`src/rtl/pic_pkg.sv`:
```
// Shared types and helpers for the 8259-style in-service/priority block.
// Holds the handshake state enum, EOI command codes and the priority rotator.
package pic_pkg;

    typedef enum logic [1:0] {
        IDLE = 2'd0,
        PEND = 2'd1,
        ACK  = 2'd2
    } state_e;

    localparam logic [1:0] EOI_NS  = 2'b00;
    localparam logic [1:0] EOI_SP  = 2'b01;
    localparam logic [1:0] EOI_RNS = 2'b10;
    localparam logic [1:0] EOI_RSP = 2'b11;

    // Bit 0 of the result is the highest-priority level, (lowest+1) mod n.
    function automatic logic [63:0] rotate_prio(
        input logic [63:0] v,
        input int unsigned lowest,
        input int unsigned n
    );
        logic [63:0] r;
        logic [5:0]  k;
        r = '0;
        for (int unsigned i = 0; i < n; i++) begin
            k = 6'((i + lowest + 1) % n);
            r[6'(i)] = v[k];
        end
        return r;
    endfunction

endpackage

```
`src/rtl/pic_isr_ctrl_if.sv`:
```
// CPU-side acknowledge handshake of the interrupt controller.
// The controller drives the request and vector; the CPU drives INTA.
interface pic_isr_ctrl_if #(
    parameter int N = 8
) ();
    localparam int ID_W = $clog2(N);

    logic            inta_i;
    logic            int_o;
    logic            vec_vld_o;
    logic [ID_W-1:0] vec_o;

    modport master (
        output inta_i,
        input  int_o, vec_o, vec_vld_o
    );

    modport slave (
        input  inta_i,
        output int_o, vec_o, vec_vld_o
    );
endinterface

```
`src/rtl/pic_prio_enc.sv`:
```
// Rotating priority encoder: returns the highest-priority set bit,
// where priority starts at (lowest+1) mod N and decreases cyclically.
module pic_prio_enc
    import pic_pkg::*;
#(
    parameter  int N    = 8,
    localparam int ID_W = $clog2(N)
) (
    input  logic [N-1:0]    vec_i,
    input  logic [ID_W-1:0] lowest_i,
    output logic            found_o,
    output logic [ID_W-1:0] level_o
);

    logic [63:0]     rot;
    logic [ID_W-1:0] off;

    always_comb begin
        rot     = rotate_prio(64'(vec_i), 32'(lowest_i), N);
        off     = '0;
        found_o = 1'b0;
        for (int i = N - 1; i >= 0; i--) begin
            if (rot[i]) begin
                off     = ID_W'(i);
                found_o = 1'b1;
            end
        end
        level_o = off + lowest_i + ID_W'(1);
    end

endmodule

```
`src/rtl/pic_isr_ctrl.sv`:
```
// In-service register and priority controller: nested/rotating priority,
// two-pulse INTA handshake, EOI/AEOI retirement.
module pic_isr_ctrl
    import pic_pkg::*;
#(
    parameter  int N    = 8,
    localparam int ID_W = $clog2(N)
) (
    input  logic            clk,
    input  logic            rst,
    input  logic [N-1:0]    irr_i,
    input  logic [N-1:0]    imr_i,
    input  logic            aeoi_i,
    input  logic            eoi_i,
    input  logic [1:0]      eoi_cmd_i,
    input  logic            setpri_i,
    input  logic [ID_W-1:0] level_i,
    output logic [N-1:0]    irr_clr_o,
    output logic [N-1:0]    isr_o,
    pic_isr_ctrl_if.slave   cpu
);

    state_e          state_q, state_d;
    logic [ID_W-1:0] lowest_q, lowest_d;
    logic [ID_W-1:0] vec_q, vec_d;
    logic [N-1:0]    isr_q, isr_d;
    logic [N-1:0]    clr_q, clr_d;
    logic            int_q, int_d;
    logic            vld_q, vld_d;
    logic            spur_q, spur_d;

    logic            c_found, s_found, qual;
    logic [ID_W-1:0] c_lvl, s_lvl, c_rank, s_rank;
    logic [N-1:0]    set_m, clr_m;

    pic_prio_enc #(.N(N)) u_req (
        .vec_i    (irr_i & ~imr_i),
        .lowest_i (lowest_q),
        .found_o  (c_found),
        .level_o  (c_lvl)
    );

    pic_prio_enc #(.N(N)) u_isr (
        .vec_i    (isr_q),
        .lowest_i (lowest_q),
        .found_o  (s_found),
        .level_o  (s_lvl)
    );

    // Rank 0 is the highest priority; wraps naturally at ID_W bits.
    assign c_rank = c_lvl - lowest_q - ID_W'(1);
    assign s_rank = s_lvl - lowest_q - ID_W'(1);
    assign qual   = c_found && (!s_found || (c_rank < s_rank));

    always_comb begin
        state_d  = state_q;
        lowest_d = lowest_q;
        vec_d    = vec_q;
        spur_d   = spur_q;
        clr_d    = '0;
        set_m    = '0;
        clr_m    = '0;

        unique case (state_q)
            IDLE: if (qual) state_d = PEND;
            PEND: begin
                if (cpu.inta_i) begin
                    state_d = ACK;
                    spur_d  = !qual;
                    if (qual) begin
                        vec_d = c_lvl;
                        set_m = N'(1) << c_lvl;
                        clr_d = N'(1) << c_lvl;
                    end else begin
                        vec_d = ID_W'(N - 1);
                    end
                end
            end
            ACK: begin
                if (cpu.inta_i) begin
                    state_d = IDLE;
                    if (aeoi_i && !spur_q) clr_m = N'(1) << vec_q;
                end
            end
            default: state_d = IDLE;
        endcase

        if (eoi_i) begin
            unique case (eoi_cmd_i)
                EOI_NS, EOI_RNS: begin
                    if (s_found) begin
                        clr_m = clr_m | (N'(1) << s_lvl);
                        if (eoi_cmd_i == EOI_RNS) lowest_d = s_lvl;
                    end
                end
                EOI_SP, EOI_RSP: begin
                    clr_m = clr_m | (N'(1) << level_i);
                    if (eoi_cmd_i == EOI_RSP) lowest_d = level_i;
                end
                default: ;
            endcase
        end

        if (setpri_i) lowest_d = level_i;

        // A set from the first INTA overrides any same-cycle clear.
        isr_d = (isr_q & ~clr_m) | set_m;
        int_d = (state_d == PEND);
        vld_d = (state_d == ACK);
    end

    always_ff @(posedge clk or posedge rst) begin
        if (rst) begin
            state_q  <= IDLE;
            lowest_q <= ID_W'(N - 1);
            vec_q    <= '0;
            isr_q    <= '0;
            clr_q    <= '0;
            int_q    <= 1'b0;
            vld_q    <= 1'b0;
            spur_q   <= 1'b0;
        end else begin
            state_q  <= state_d;
            lowest_q <= lowest_d;
            vec_q    <= vec_d;
            isr_q    <= isr_d;
            clr_q    <= clr_d;
            int_q    <= int_d;
            vld_q    <= vld_d;
            spur_q   <= spur_d;
        end
    end

    assign cpu.int_o     = int_q;
    assign cpu.vec_o     = vec_q;
    assign cpu.vec_vld_o = vld_q;
    assign irr_clr_o     = clr_q;
    assign isr_o         = isr_q;

endmodule

```
`src/flat_wrapper.sv`:
```
// flat-port wrapper written by rule: the top's interface ports become plain ports
module pic_isr_ctrl_flat import pic_pkg::*;
#(
    parameter  int N    = 8,
    localparam int ID_W = $clog2(N)
)
  (clk, rst, irr_i, imr_i, aeoi_i, eoi_i, eoi_cmd_i, setpri_i, level_i, irr_clr_o, isr_o, cpu_inta_i, cpu_int_o, cpu_vec_o, cpu_vec_vld_o);
  pic_isr_ctrl_if #(.N(N)) cpu_i ();
  input  logic clk;
  input  logic rst;
  input  logic [N-1:0] irr_i;
  input  logic [N-1:0] imr_i;
  input  logic aeoi_i;
  input  logic eoi_i;
  input  logic [1:0] eoi_cmd_i;
  input  logic setpri_i;
  input  logic [ID_W-1:0] level_i;
  output logic [N-1:0] irr_clr_o;
  output logic [N-1:0] isr_o;
  input wire logic [$bits(cpu_i.inta_i)-1:0] cpu_inta_i;
  output wire logic [$bits(cpu_i.int_o)-1:0] cpu_int_o;
  output wire logic [$bits(cpu_i.vec_o)-1:0] cpu_vec_o;
  output wire logic [$bits(cpu_i.vec_vld_o)-1:0] cpu_vec_vld_o;
  assign cpu_i.inta_i = cpu_inta_i;
  assign cpu_int_o = cpu_i.int_o;
  assign cpu_vec_o = cpu_i.vec_o;
  assign cpu_vec_vld_o = cpu_i.vec_vld_o;
  pic_isr_ctrl #(.N(N)) u_core (.clk(clk), .rst(rst), .irr_i(irr_i), .imr_i(imr_i), .aeoi_i(aeoi_i), .eoi_i(eoi_i), .eoi_cmd_i(eoi_cmd_i), .setpri_i(setpri_i), .level_i(level_i), .irr_clr_o(irr_clr_o), .isr_o(isr_o), .cpu(cpu_i));
endmodule
```
`config.mk`:
```
export PLATFORM = sky130hd
export DESIGN_NAME = pic_isr_ctrl_flat
export DESIGN_NICKNAME = d
export VERILOG_FILES = /design/src/rtl/pic_pkg.sv /design/src/rtl/pic_isr_ctrl_if.sv /design/src/rtl/pic_prio_enc.sv /design/src/rtl/pic_isr_ctrl.sv /design/src/flat_wrapper.sv
export SDC_FILE = /design/constraint.sdc
export NUM_CORES = 1
export LEC_CHECK = 0
export CAP_MARGIN = 5
export CORE_ASPECT_RATIO = 1.75
export CORE_MARGIN = 2
export CORE_UTILIZATION = 59
export CTS_BUF_LIST = sky130_fd_sc_hd__clkbuf_4 sky130_fd_sc_hd__clkbuf_8 sky130_fd_sc_hd__clkbuf_16
export CTS_CLUSTER_SIZE = 40
export DETAILED_ROUTE_END_ITERATION = 10
export PLACE_DENSITY = 0.93
export SLEW_MARGIN = 10
export SYNTH_ARGS = -nofsm -noshare
export SYNTH_HDL_FRONTEND = slang
export SYNTH_SLANG_ARGS = --single-unit
```
`constraint.sdc`:
```
create_clock -name clk -period 11.2 [get_ports clk]
set_input_delay 2.24 -clock clk [delete_from_list [all_inputs] [get_ports clk]]
set_output_delay 2.24 -clock clk [all_outputs]
set_load 0.05 [all_outputs]
```
==> impl_metrics.yaml <==
outcome:
  status: "finished clean"
setup_path:
  crit_family: "adder cells"
  path_max_fanout: 7
  reg2reg_depth: 20
  r2r_slack_ps: 4610
  startpoint: "imr_i[1]"
  critPathMaxStageDelay_ps: 560
  worst_ep_required_time_ps: 11370
  crit_chain: "clkdlybuf4s50_1, nand2b_1, mux4_2, mux2i_1, nor2b_1, o21bai_1, a21oi_1, o21bai_1, ha_1, fa_1, inv_1, fa_1, ha_1, a31oi_1, nor2b_1, o32ai_2, o21ai_1, mux2_2"
  critPathCaptureType: "flip-flop"
  crit_buf_inv: 2
  reg2reg_to: "u_core.cpu.vec_o[2]"
  arrival_ps: 6790
  cp-start-kind: "input pin"
  slowest_stage: "fa_1"
  reg2reg_from: "u_core.lowest_q[0]"
  critPathKind: "input pin to flip-flop"
yosys:
  synth_area_um2: 2870
  yosysSeqAreaShare: 0.236
  synthCells: 299
  yosys_warnings: 0
  ys.flop_type: "dfrtp_1"
  synth_seq_cells: 27
  synth.avg_cell_area_um2: 9.61
  synth.area.top_cells: "dfrtp_1 (21%), mux4_2 (10%), mux2i_1 (9.1%), mux4_1 (3.7%), nand2b_1 (3.5%)"
  synth_async_sr_flop_share: 1.00
  synth.distinct_cells: 65
  synth_edf_count: 0
  synth_top_area_frac: 0.209
  synth_fp_nets: 337
  synth_top_area_cell: "dfrtp_1"
finish:
  nFillCells: 365
  areaGrowthSynthToFinish_pct: 16.8
  final_common_cell: "clkdlybuf4s50_1"
  drive_above_1_share: 0.108
  final_cells: 385
  fin_nets: 372
  fin_area_um2: 3360
  final_cell_mix: "clkdlybuf4s50_1 (47), mux2i_1 (26), dfrtp_1 (24)"
  num_antenna_cells: 0
sta:
  final-setup-viol-count: 0
  clock.fmax_mhz: 151
  fin_crit_sh: 0.591
  maxSlewHeadroom: 0.346
  hold_slack_ps: 556
  setup_tns_ps: 0
  post-route-min-period_ps: 6620
  tightest_slew_ps: 980
  hold_violations: 0
  clock_skew_ps: 4.14
  rsz0062_at_grt: "no"
  slew_violations: 0
clock_tree:
  ctsResizeCount: 0
  clkSinkCount: 27
  cts.htree.levels: 1
  cts-root-buf: "clkbuf_8"
  cts_tree: "built"
  clk_pin_slew_ps: 90
  clock_tree.buffer_depth: 2
  cts_buffers: 3
  hold_buffers: 0
  clkLatencyLatePin_ps: 280
  post_cts_buffers: 0
detailed_routing:
  drt-vias-per-instance: 6.99
  wl_per_cell_um: 20.5
  drt-total-wl_mm: 7.87
  drc_errors: 0
  drtIter0Drc: 128
  num_vias: 2693
  drtAntennaViolNets: 0
  first_pass_iters: 5
place:
  dp_hpwl_mm: 5.86
  gp_congestion: 0.982
  port_buffers: 47
  dp_cells: 381
  post_dp_cell_area_um2: 3310
floorplan:
  dieArea_um2: 5470
  start_util: 0.611
  fp-row-count: 33
  die_w_um: 56.8
  num_io_pins: 48
  die_h_um: 96.3
  core-area_um2: 4710
worst_hold_path:
  holdPathEnd: "u_core.cpu.int_o"
  hp-class: "flip-flop to flip-flop"
  hold-path-cell-count: 1
  holdCritStartpoint: "u_core.state_q[1]"
global_route:
  grt_use_total: 0.301
  grt_pass1_vias: 2774
  antenna_found_initial: 0
  grt_pass1_wl_mm: 12.9
  grt_max_degree: 28
  overflow: 0
flow_run:
  maxCapViolations: 0
[Yosys cell counts (all sizes together) (8+ instances only)]
library cell	instances
nand2	18
nor2b	8
inv	11
nand3	9
mux2i	26
buf	8
a21oi	14
nand2b	16
clkbuf	9
o21ai	9
o22ai	10
nor2	21
mux4	17
dfrtp	24
[routing by layer]
layer | share of wire | global-route usage | vias up
li1 | - | - | 1221
met1 | 0.36 | 0.326 | 1302
met2 | 0.54 | 0.558 | 131
met3 | 0.055 | 0.0296 | 39
met4 | 0.046 | 0.176 | 0
met5 | 0 | 0 | -
[stage by stage]
step                      setup WS, ps   util
after floorplan                   5140      -
after global placement            4490  0.704
after detailed placement          4310  0.704
after CTS                         4600  0.713
after global routing              4200  0.713
final                             4580  0.713
[how the worst max path moves through the flow]
| stage | to | depth (start not counted) |
|---|---|---|
| 4_1_cts | u_core.cpu.vec_o[2] | 18 |
| 5_1_grt | u_core.cpu.vec_o[2] | 20 |
| 3_3_place_gp | u_core.cpu.vec_o[2] | 18 |
| 3_5_place_dp | u_core.cpu.vec_o[2] | 18 |
| 6_report | u_core.cpu.vec_o[2] | 18 |
| 2_1_floorplan | u_core.cpu.vec_o[2] | 17 |
[worst register-to-register path, stage by stage (launching register included)]
cell and delay [ps]:
dfstp_2 820, inv_2 320, ha_1 1040, mux2i_1 360
mux2i_1 130, o221ai_1 380, nor2b_1 180, o21ai_0 90
a21oi_1 180, o22ai_1 140, ha_1 250, fa_1 610
inv_1 110, fa_1 500, inv_1 50, ha_1 260
a31oi_1 130, nor2b_1 70, o32ai_2 210, o21ai_1 310
mux2_2 350
[logic make-up after synthesis]
family	synth area share
DFF	0.236
adders and majority gates	0.0583
xor gates and xnor gates	0.0239
buffers and inverters	0.0496
and+or+nand+nor	0.198
muxes	0.254
AOI/OAI and AO/OA	0.180
[state kept, by name, indices dropped and copies added, names as in the netlist]
name                  count
u_core.irr_clr_o          8
u_core.isr_o              8
u_core.cpu.vec_o          3
u_core.lowest_q           3
u_core.state_q            2
u_core.cpu.int_o          1
u_core.cpu.vec_vld_o      1
u_core.spur_q             1
[final cells by class]
cell class | count | area (um^2) | area share
inverter | 12 | 45.0 | 0.0134
tap | 52 | 65.1 | 0.0194
sequential | 27 | 679 | 0.202
multi-input combinational | 243 | 2050 | 0.611
clock inverter | 1 | 5.00 | 0.00149
timing repair buffer | 47 | 470 | 0.140
clock buffer | 3 | 41.3 | 0.0123
Power is not shown: default switching activity piles up to over one toggle a cycle in this logic, so the estimate is an artifact.
